$ cat src/rtl/touch_key_filter_pkg.sv
// Shared helpers for key-conditioning stages.
package touch_key_filter_pkg;

  // Bit width able to hold 0 .. max_val-1, never narrower than one bit.
  function automatic int cnt_width(input int max_val);
    return (max_val > 2) ? $clog2(max_val) : 1;
  endfunction

endpackage

$ cat src/rtl/touch_key_filter_sync_2ff.sv
// Two-flop synchronizer for a raw key level; resets to the released level (1).
module sync_2ff (
  input  logic clk,
  input  logic rst_n,
  input  logic d,
  output logic q
);

  logic [1:0] sync_reg;

  always_ff @(posedge clk or negedge rst_n) begin
    if (!rst_n) begin
      sync_reg <= 2'b11;
    end else begin
      sync_reg <= {sync_reg[0], d};
    end
  end

  assign q = sync_reg[1];

endmodule

$ cat src/rtl/touch_key_filter.sv
// Touch key debounce with press/release pulses, long-press pulse and held level.
module touch_key_filter
  import touch_key_filter_pkg::*;
#(
  parameter int DEB_MAX  = 1_000_000,
  parameter int LONG_MAX = 50_000_000
) (
  input  logic sys_clk,
  input  logic sys_rst_n,
  input  logic touch_key,
  output logic key_flag,
  output logic key_release,
  output logic long_flag,
  output logic key_state
);

  localparam int DEB_W  = cnt_width(DEB_MAX);
  localparam int LONG_W = cnt_width(LONG_MAX);
  localparam logic [DEB_W-1:0]  DEB_LAST  = DEB_W'(DEB_MAX - 1);
  localparam logic [LONG_W-1:0] LONG_LAST = LONG_W'(LONG_MAX - 1);
  localparam logic [LONG_W-1:0] LONG_PRE  = LONG_W'(LONG_MAX - 2);

  typedef enum logic [1:0] {IDLE, PRESS_FILT, DOWN, REL_FILT} state_t;

  logic              key_s;
  state_t            state_reg, state_next;
  logic [DEB_W-1:0]  deb_reg, deb_next;
  logic [LONG_W-1:0] long_reg, long_next;
  logic              key_flag_reg, key_flag_next;
  logic              key_release_reg, key_release_next;
  logic              long_flag_reg, long_flag_next;
  logic              key_state_reg, key_state_next;

  sync_2ff u_sync (
    .clk  (sys_clk),
    .rst_n(sys_rst_n),
    .d    (touch_key),
    .q    (key_s)
  );

  always_ff @(posedge sys_clk or negedge sys_rst_n) begin
    if (!sys_rst_n) begin
      state_reg       <= IDLE;
      deb_reg         <= '0;
      long_reg        <= '0;
      key_flag_reg    <= 1'b0;
      key_release_reg <= 1'b0;
      long_flag_reg   <= 1'b0;
      key_state_reg   <= 1'b0;
    end else begin
      state_reg       <= state_next;
      deb_reg         <= deb_next;
      long_reg        <= long_next;
      key_flag_reg    <= key_flag_next;
      key_release_reg <= key_release_next;
      long_flag_reg   <= long_flag_next;
      key_state_reg   <= key_state_next;
    end
  end

  always_comb begin
    state_next       = state_reg;
    deb_next         = deb_reg;
    long_next        = long_reg;
    key_flag_next    = 1'b0;
    key_release_next = 1'b0;
    long_flag_next   = 1'b0;
    case (state_reg)
      IDLE: begin
        if (!key_s) begin
          state_next = PRESS_FILT;
          deb_next   = '0;
        end
      end
      PRESS_FILT: begin
        if (key_s) begin
          state_next = IDLE;
        end else if (deb_reg == DEB_LAST) begin
          state_next    = DOWN;
          key_flag_next = 1'b1;
          long_next     = '0;
        end else begin
          deb_next = deb_reg + 1'b1;
        end
      end
      DOWN, REL_FILT: begin
        // Hold time keeps running through release filtering; saturation
        // makes the long pulse a once-per-press event.
        if (long_reg != LONG_LAST) begin
          long_next = long_reg + 1'b1;
        end
        if (state_reg == DOWN) begin
          if (key_s) begin
            state_next = REL_FILT;
            deb_next   = '0;
          end
        end else if (!key_s) begin
          state_next = DOWN;
        end else if (deb_reg == DEB_LAST) begin
          state_next       = IDLE;
          key_release_next = 1'b1;
        end else begin
          deb_next = deb_reg + 1'b1;
        end
        // A confirmed release ends the press, so it wins a same-cycle long event.
        long_flag_next = (long_reg == LONG_PRE) && !key_release_next;
      end
      default: state_next = IDLE;
    endcase
    key_state_next = (state_next == DOWN) || (state_next == REL_FILT);
  end

  assign key_flag    = key_flag_reg;
  assign key_release = key_release_reg;
  assign long_flag   = long_flag_reg;
  assign key_state   = key_state_reg;

endmodule

$ cat config.mk
export PLATFORM = sky130hd
export DESIGN_NAME = touch_key_filter
export DESIGN_NICKNAME = d
export VERILOG_FILES = /design/src/rtl/touch_key_filter_pkg.sv /design/src/rtl/touch_key_filter_sync_2ff.sv /design/src/rtl/touch_key_filter.sv
export SDC_FILE = /design/constraint.sdc
export NUM_CORES = 1
export LEC_CHECK = 0
export BUFFER_PORTS_ARGS = -buffer_cell sky130_fd_sc_hd__buf_2
export CAP_MARGIN = 15
export CORE_MARGIN = 3
export CORE_UTILIZATION = 51
export CTS_CLUSTER_SIZE = 10
export DETAILED_ROUTE_END_ITERATION = 8
export GPL_ROUTABILITY_DRIVEN = 1
export GPL_TIMING_DRIVEN = 0
export MAX_ROUTING_LAYER = met4
export PLACE_DENSITY_LB_ADDON = 0.3
export SYNTH_ARGS = -nofsm -noshare
export SYNTH_HDL_FRONTEND = slang
export SYNTH_SLANG_ARGS = --single-unit
$ cat constraint.sdc
create_clock -name sys_clk -period 2.4 [get_ports sys_clk]
set_input_delay 0.24 -clock sys_clk [delete_from_list [all_inputs] [get_ports sys_clk]]
set_output_delay 0.24 -clock sys_clk [all_outputs]
set_load 0.005 [all_outputs]
# Word-level counts from Yosys, hierarchy flattened

Cells that the tools add are included.

Bits in registers: 54
Input bits: 3
Output and inout bits: 4
Logic and storage cells: 58

$add $sub $neg: 2
Equality and inequality tests: 13
Multiplexer cells: 27
Reduce and logical (&&, ||, !) cells: 8

Operators with widths:

| kind                  | number |
|---|---|
| $mux 20               | 6 |
| $mux 26               | 3 |
| $pmux 20 s3           | 1 |
| $pmux 26 s2           | 1 |
| $add 26x1->26 const B | 1 |
| $eq 26x26->1 const B  | 1 |
| $ne 26x26->1 const B  | 1 |
| $add 20x1->20 const B | 1 |
| $eq 20x20->1 const B  | 1 |
| $mux 2                | 7 |
| $eq 2x2->1 const B    | 4 |
| $mux 1                | 8 |
| $ne 2x2->1 const B    | 4 |
| $pmux 2 s3            | 1 |
| $reduce_and 4->1      | 1 |
| $reduce_and 3->1      | 1 |
| $eq 2x1->1 const B    | 1 |
| $logic_not 2->1       | 1 |
| $ne 2x1->1 const B    | 1 |
| $reduce_bool 2->1     | 1 |
| $reduce_or 2->1       | 1 |
| $logic_and 1x1->1     | 1 |
| $logic_not 1->1       | 1 |
| $logic_or 1x1->1      | 1 |

# Longest topological paths before layout

Depth in word-level cells: 8
Depth in mapped cells: 7
Gate-level depth less buffers: 6

# Hierarchy

From an unflattened synthesis, not the netlist that was laid out.

Cells, all modules: 328
Area, all modules: 3005.4 um2

Modules (own cells, without submodules):

| module           | instances | cells an instance | area an instance (um2) | seq. area each (um2) |
|---|---|---|---|---|
| touch_key_filter | 1         | 326               | 2952.8                 | 1276.2 |
| sync_2ff         | 1         | 2                 | 52.6                   | 52.6 |

# Worst setup path before layout

No wires, ideal clock.

Kind: register -> register
From: register deb_reg[0]
To: register deb_reg[5]
Arrival: 1.833 ns
Data required time: 2.322 ns
Slack: 0.489 ns
Cell stages (with the launch flop): 8
Buffers on the path: 1
Cells stage by stage: dfrtp_1 > ha_1 > nand2_1 > or2_2 > clkbuf_1 > o21ai_1 > or4_1 > a21oi_1

Longest elaborated chain between the ends: 5
Elaborated cells between the ends (all ways): 7
Those cells by class: 1 x add/sub; 1 x eq/ne; 5 x mux

RTL lines:

| element                                              | line                                           | RTL |
|---|---|---|
| from (decl)                                          | touch_key_filter.sv:27                         | `logic [DEB_W-1:0] deb_reg, deb_next;` |
| from (signal assigned)                               | touch_key_filter.sv:52                         | `deb_reg <= deb_next;` |
| $add 20x1->20 / $eq 20x20->1 (equally long branches) | -                                              |  |
| $mux 20 *                                            | touch_key_filter.sv:78, touch_key_filter.sv:99 |  |
| $mux 20                                              | touch_key_filter.sv:97                         | `end else if (!key_s) begin` |
| $mux 20                                              | touch_key_filter.sv:92                         | `if (state_reg == DOWN) begin` |
| $pmux 20 s3 *                                        | touch_key_filter.sv:68                         | `case (state_reg)` |

Every way passes the cells marked *; elsewhere a longest branch is shown, timed or not. The select of a mux whose other input is x is not followed.
A chain may end at the register's enable or synchronous reset.

# Worst setup path after layout

From: register deb_reg[0]
To: register long_reg[16]

Longest elaborated chain between the ends: 3

RTL lines:

| element                    | line                   | RTL |
|---|---|---|
| $eq 20x20->1               | touch_key_filter.sv:78 | `end else if (deb_reg == DEB_LAST) begin` |
| $ne 2x2->1 (no line)       | -                      |  |
| $reduce_and 4->1 (no line) | -                      |  |
| to (signal assigned)       | touch_key_filter.sv:53 | `long_reg <= long_next;` |
| to (decl)                  | touch_key_filter.sv:28 | `logic [LONG_W-1:0] long_reg, long_next;` |

No other way between the ends.

==> results.json <==
{
  "status": "complete, no violations",
  "die_w_um": 81.3,
  "fin_crit_sh": 0.920,
  "grt_pass1_wl_um": 11600,
  "drt_iter0_drc": 290,
  "dieArea_um2": 6620,
  "reg2reg_from": "deb_reg[0]",
  "hpwl_um": 4510,
  "crit_family": "compound AO/OA/AOI/OAI gates",
  "ant_nets": 0,
  "wl_per_cell_um": 17.4,
  "grt_overflow_total": 0,
  "hp-class": "in -> reg",
  "hold_viol_final": 0,
  "htreeDepth": 2,
  "p_clk_frac": 0.329,
  "powerDensity_nw_per_um2": 491,
  "p_seq_frac": 0.613,
  "postCtsSetupRepairBufs": 0,
  "fp.coreArea_um2": 5300,
  "yosys-top-cells-area": "dfrtp_1 44%, o311ai_0 4.8%, o41ai_1 4.8%, nand2_1 4.0%, xor2_1 3.6%",
  "ys_warn_count": 0,
  "yosysTopAreaCell": "dfrtp_1",
  "switching_share": 0.251,
  "max_freq_mhz": 453,
  "yosysMostFrequentCell": "dfrtp_1",
  "via_count": 2453,
  "clk_pin_slew_ps": 100,
  "reg2reg_depth": 7,
  "antenna_found_initial": 0,
  "final_nets": 311,
  "critPathArrivalTime_ps": 2390,
  "period_minus_slack_ps": 2210,
  "p_sw_mw": 0.386,
  "path_max_fanout": 10,
  "synth_edf_count": 0,
  "clkLatencyLatePin_ps": 300,
  "final_core_util": 0.592,
  "startpoint_type": "register",
  "syn_avg_cell_area_um2": 9.98,
  "critPathLaunch": "deb_reg[0]",
  "rr_endpoint": "long_reg[16]",
  "syn_nets": 296,
  "setup_viol": 0,
  "grt_pass1_vias": 2413,
  "cp.required_ps": 2580,
  "vias_per_cell": 6.52,
  "finalPower_mw": 1.54,
  "worst_slack_ps": 192,
  "ys.flop_type": "dfrtp_1",
  "rrSetupSlack_ps": 190,
  "grt_usage": 0.228,
  "clock_path_buffers": 2,
  "finalSetupTns_ps": 0,
  "multi_input_area_um2": 1500,
  "synthTopCellsByCount": "51 x dfrtp_1, 31 x nand2_1, 22 x nor2_1, 19 x nand3_1",
  "endpoint_kind": "register",
  "async_flop_share": 1.00,
  "rows": 26,
  "vdd_drop_max_v": 0.000344,
  "internal_power_mw": 1.15,
  "final_max_slew_viol_count": 0,
  "drc": 0,
  "dr.pass1.iters": 5,
  "yosysUniqueCellTypes": 46,
  "rsz0062_at_grt": "no",
  "cp_num_cells": 7,
  "timing.max_slew.rel_slack": 0.518,
  "routed_wirelength_um": 6540,
  "grt_max_degree": 54,
  "tritoncts": "done",
  "crit_path_top_delay_cell": "dfrtp_1",
  "syn_area_um2": 2900,
  "ys_seq_area_frac": 0.459,
  "synthCells": 290,
  "clock-sinks": 53,
  "cp-endpoint": "long_reg[16]",
  "clock_skew_ps": 5.01,
  "path_buf_inv": 1,
  "area_growth_syn_to_layout_pct": 8.34,
  "largest_reg_flops": 26,
  "ioPinCount": 7,
  "fillers": 460,
  "seq_area_um2": 1330,
  "antenna_cells": 0,
  "drive_above_1_share": 0.118,
  "root_buffer": "clkbuf_8",
  "max_stage_delay_ps": 400,
  "crit_chain": "ha_1, nand2_1, nor4b_4, a21oi_4, clkbuf_2, o311ai_0, o41ai_1",
  "numCtsBuffers": 5,
  "initial_core_util": 0.546,
  "ys_ff_latch": 53,
  "path_class": "reg -> reg",
  "worstMarginPinSlew_ps": 716,
  "maxCapViolations": 0,
  "yosysTopAreaCellShare": 0.441,
  "port_buffers": 6,
  "pre_cts_ws_ps": 182,
  "die_h_um": 81.3,
  "power_frac_comb": 0.058,
  "p_leak_nw": 1.23,
  "gp_congestion": 0.891
}
-- worst reg2reg max path, delay by kind of cell, from the launching register on --
family / cells / cell delay (ps)
AND/OR/NAND/NOR: 2 / 550
flip-flops: 1 / 400
adder cells (fa/ha/maj): 1 / 220
AO/OA/AOI/OAI: 3 / 680
buffers and inverters: 1 / 220
-- logic make-up after synthesis --
logic type / after synthesis / synth area share
and+or+nand+nor: 123 / 0.239
AOI/OAI and AO/OA: 73 / 0.201
DFF: 53 / 0.459
buffers and inverters: 19 / 0.0268
xor gates and xnor gates: 16 / 0.0510
muxes: 3 / 0.0108
adders and majority gates: 3 / 0.0130
-- how the worst min path moves through the flow --
stage | startpoint | endpoint | slack [ps] | cells past startpoint
2_1_floorplan | sys_rst_n | deb_reg[0] | -60 | 0
3_3_place_gp | touch_key | u_sync.sync_reg[0] | 350 | 1
3_5_place_dp | touch_key | u_sync.sync_reg[0] | 350 | 1
4_1_cts | touch_key | u_sync.sync_reg[0] | 20 | 1
5_1_grt | touch_key | u_sync.sync_reg[0] | 10 | 1
6_report | touch_key | u_sync.sync_reg[0] | 20 | 1
-- layer usage --
layer | vias to the layer above | GRT usage | wire (µm) | part of all wire
met5 | - | - | 0 | 0
met2 | 72 | 0.340 | 2980 | 0.46
li1 | 1167 | - | - | -
met3 | 4 | 0.0333 | 278 | 0.043
met4 | 0 | 0.0490 | 36 | 0.0055
met1 | 1210 | 0.330 | 3250 | 0.50
-- cells in the final DEF, fill, tap and decap left out, types with 3 or more instances in the layout --
cell	netlist	routed
buf_2	5	11
ha_1	3	3
o211ai_1	4	4
nand4_1	12	12
nand2_1	31	31
and3_1	7	7
and2_1	5	5
o31ai_1	9	9
nand3_1	19	19
xor2_1	12	12
and4_1	6	6
nor2_1	22	22
xnor2_1	3	3
o41ai_1	16	16
clkbuf_1	9	8
a21oi_1	4	4
o21ai_0	7	7
nor4_1	3	3
clkbuf_8	0	5
o311ai_0	16	15
inv_1	5	5
dfrtp_1	51	51
o2111ai_1	4	4
nor3_1	4	4
-- power by group through the flow --
stage | combinational, mW | sequential, mW | clock, mW
after floorplan | 0.0528 | 0.954 | 0
after global placement | 0.0821 | 0.959 | 0
after detailed placement | 0.0863 | 0.960 | 0
after CTS | 0.0862 | 0.943 | 0.513
after global routing | 0.108 | 0.947 | 0.547
final | 0.0895 | 0.943 | 0.506
-- timing repair --
action / CTS / global route
hold buffers: 0 / 1
endpoints found under the setup margin: 0 / 15
gates resized for setup: 0 / 4
hold endpoints to repair: 0 / 11
-- layout make-up --
type	instances	share of cell area
inverter	5	0.00598
timing repair buffer	8	0.0191
sequential	53	0.424
tap	70	0.0279
buffer	14	0.0191
clock buffer	5	0.0219
multi-input combinational	218	0.477
clock inverter	3	0.00558
-- stage by stage --
step	instance area, µm²	cells	hold WS [ps]
floorplan	2900	290	-55.6
global placement	3010	366	345
finish	3140	376	21.9
global route	3140	376	11.8
CTS	3100	374	18.4
detailed placement	3010	366	346
No activity file was read; power rests on OpenSTA's default activity.
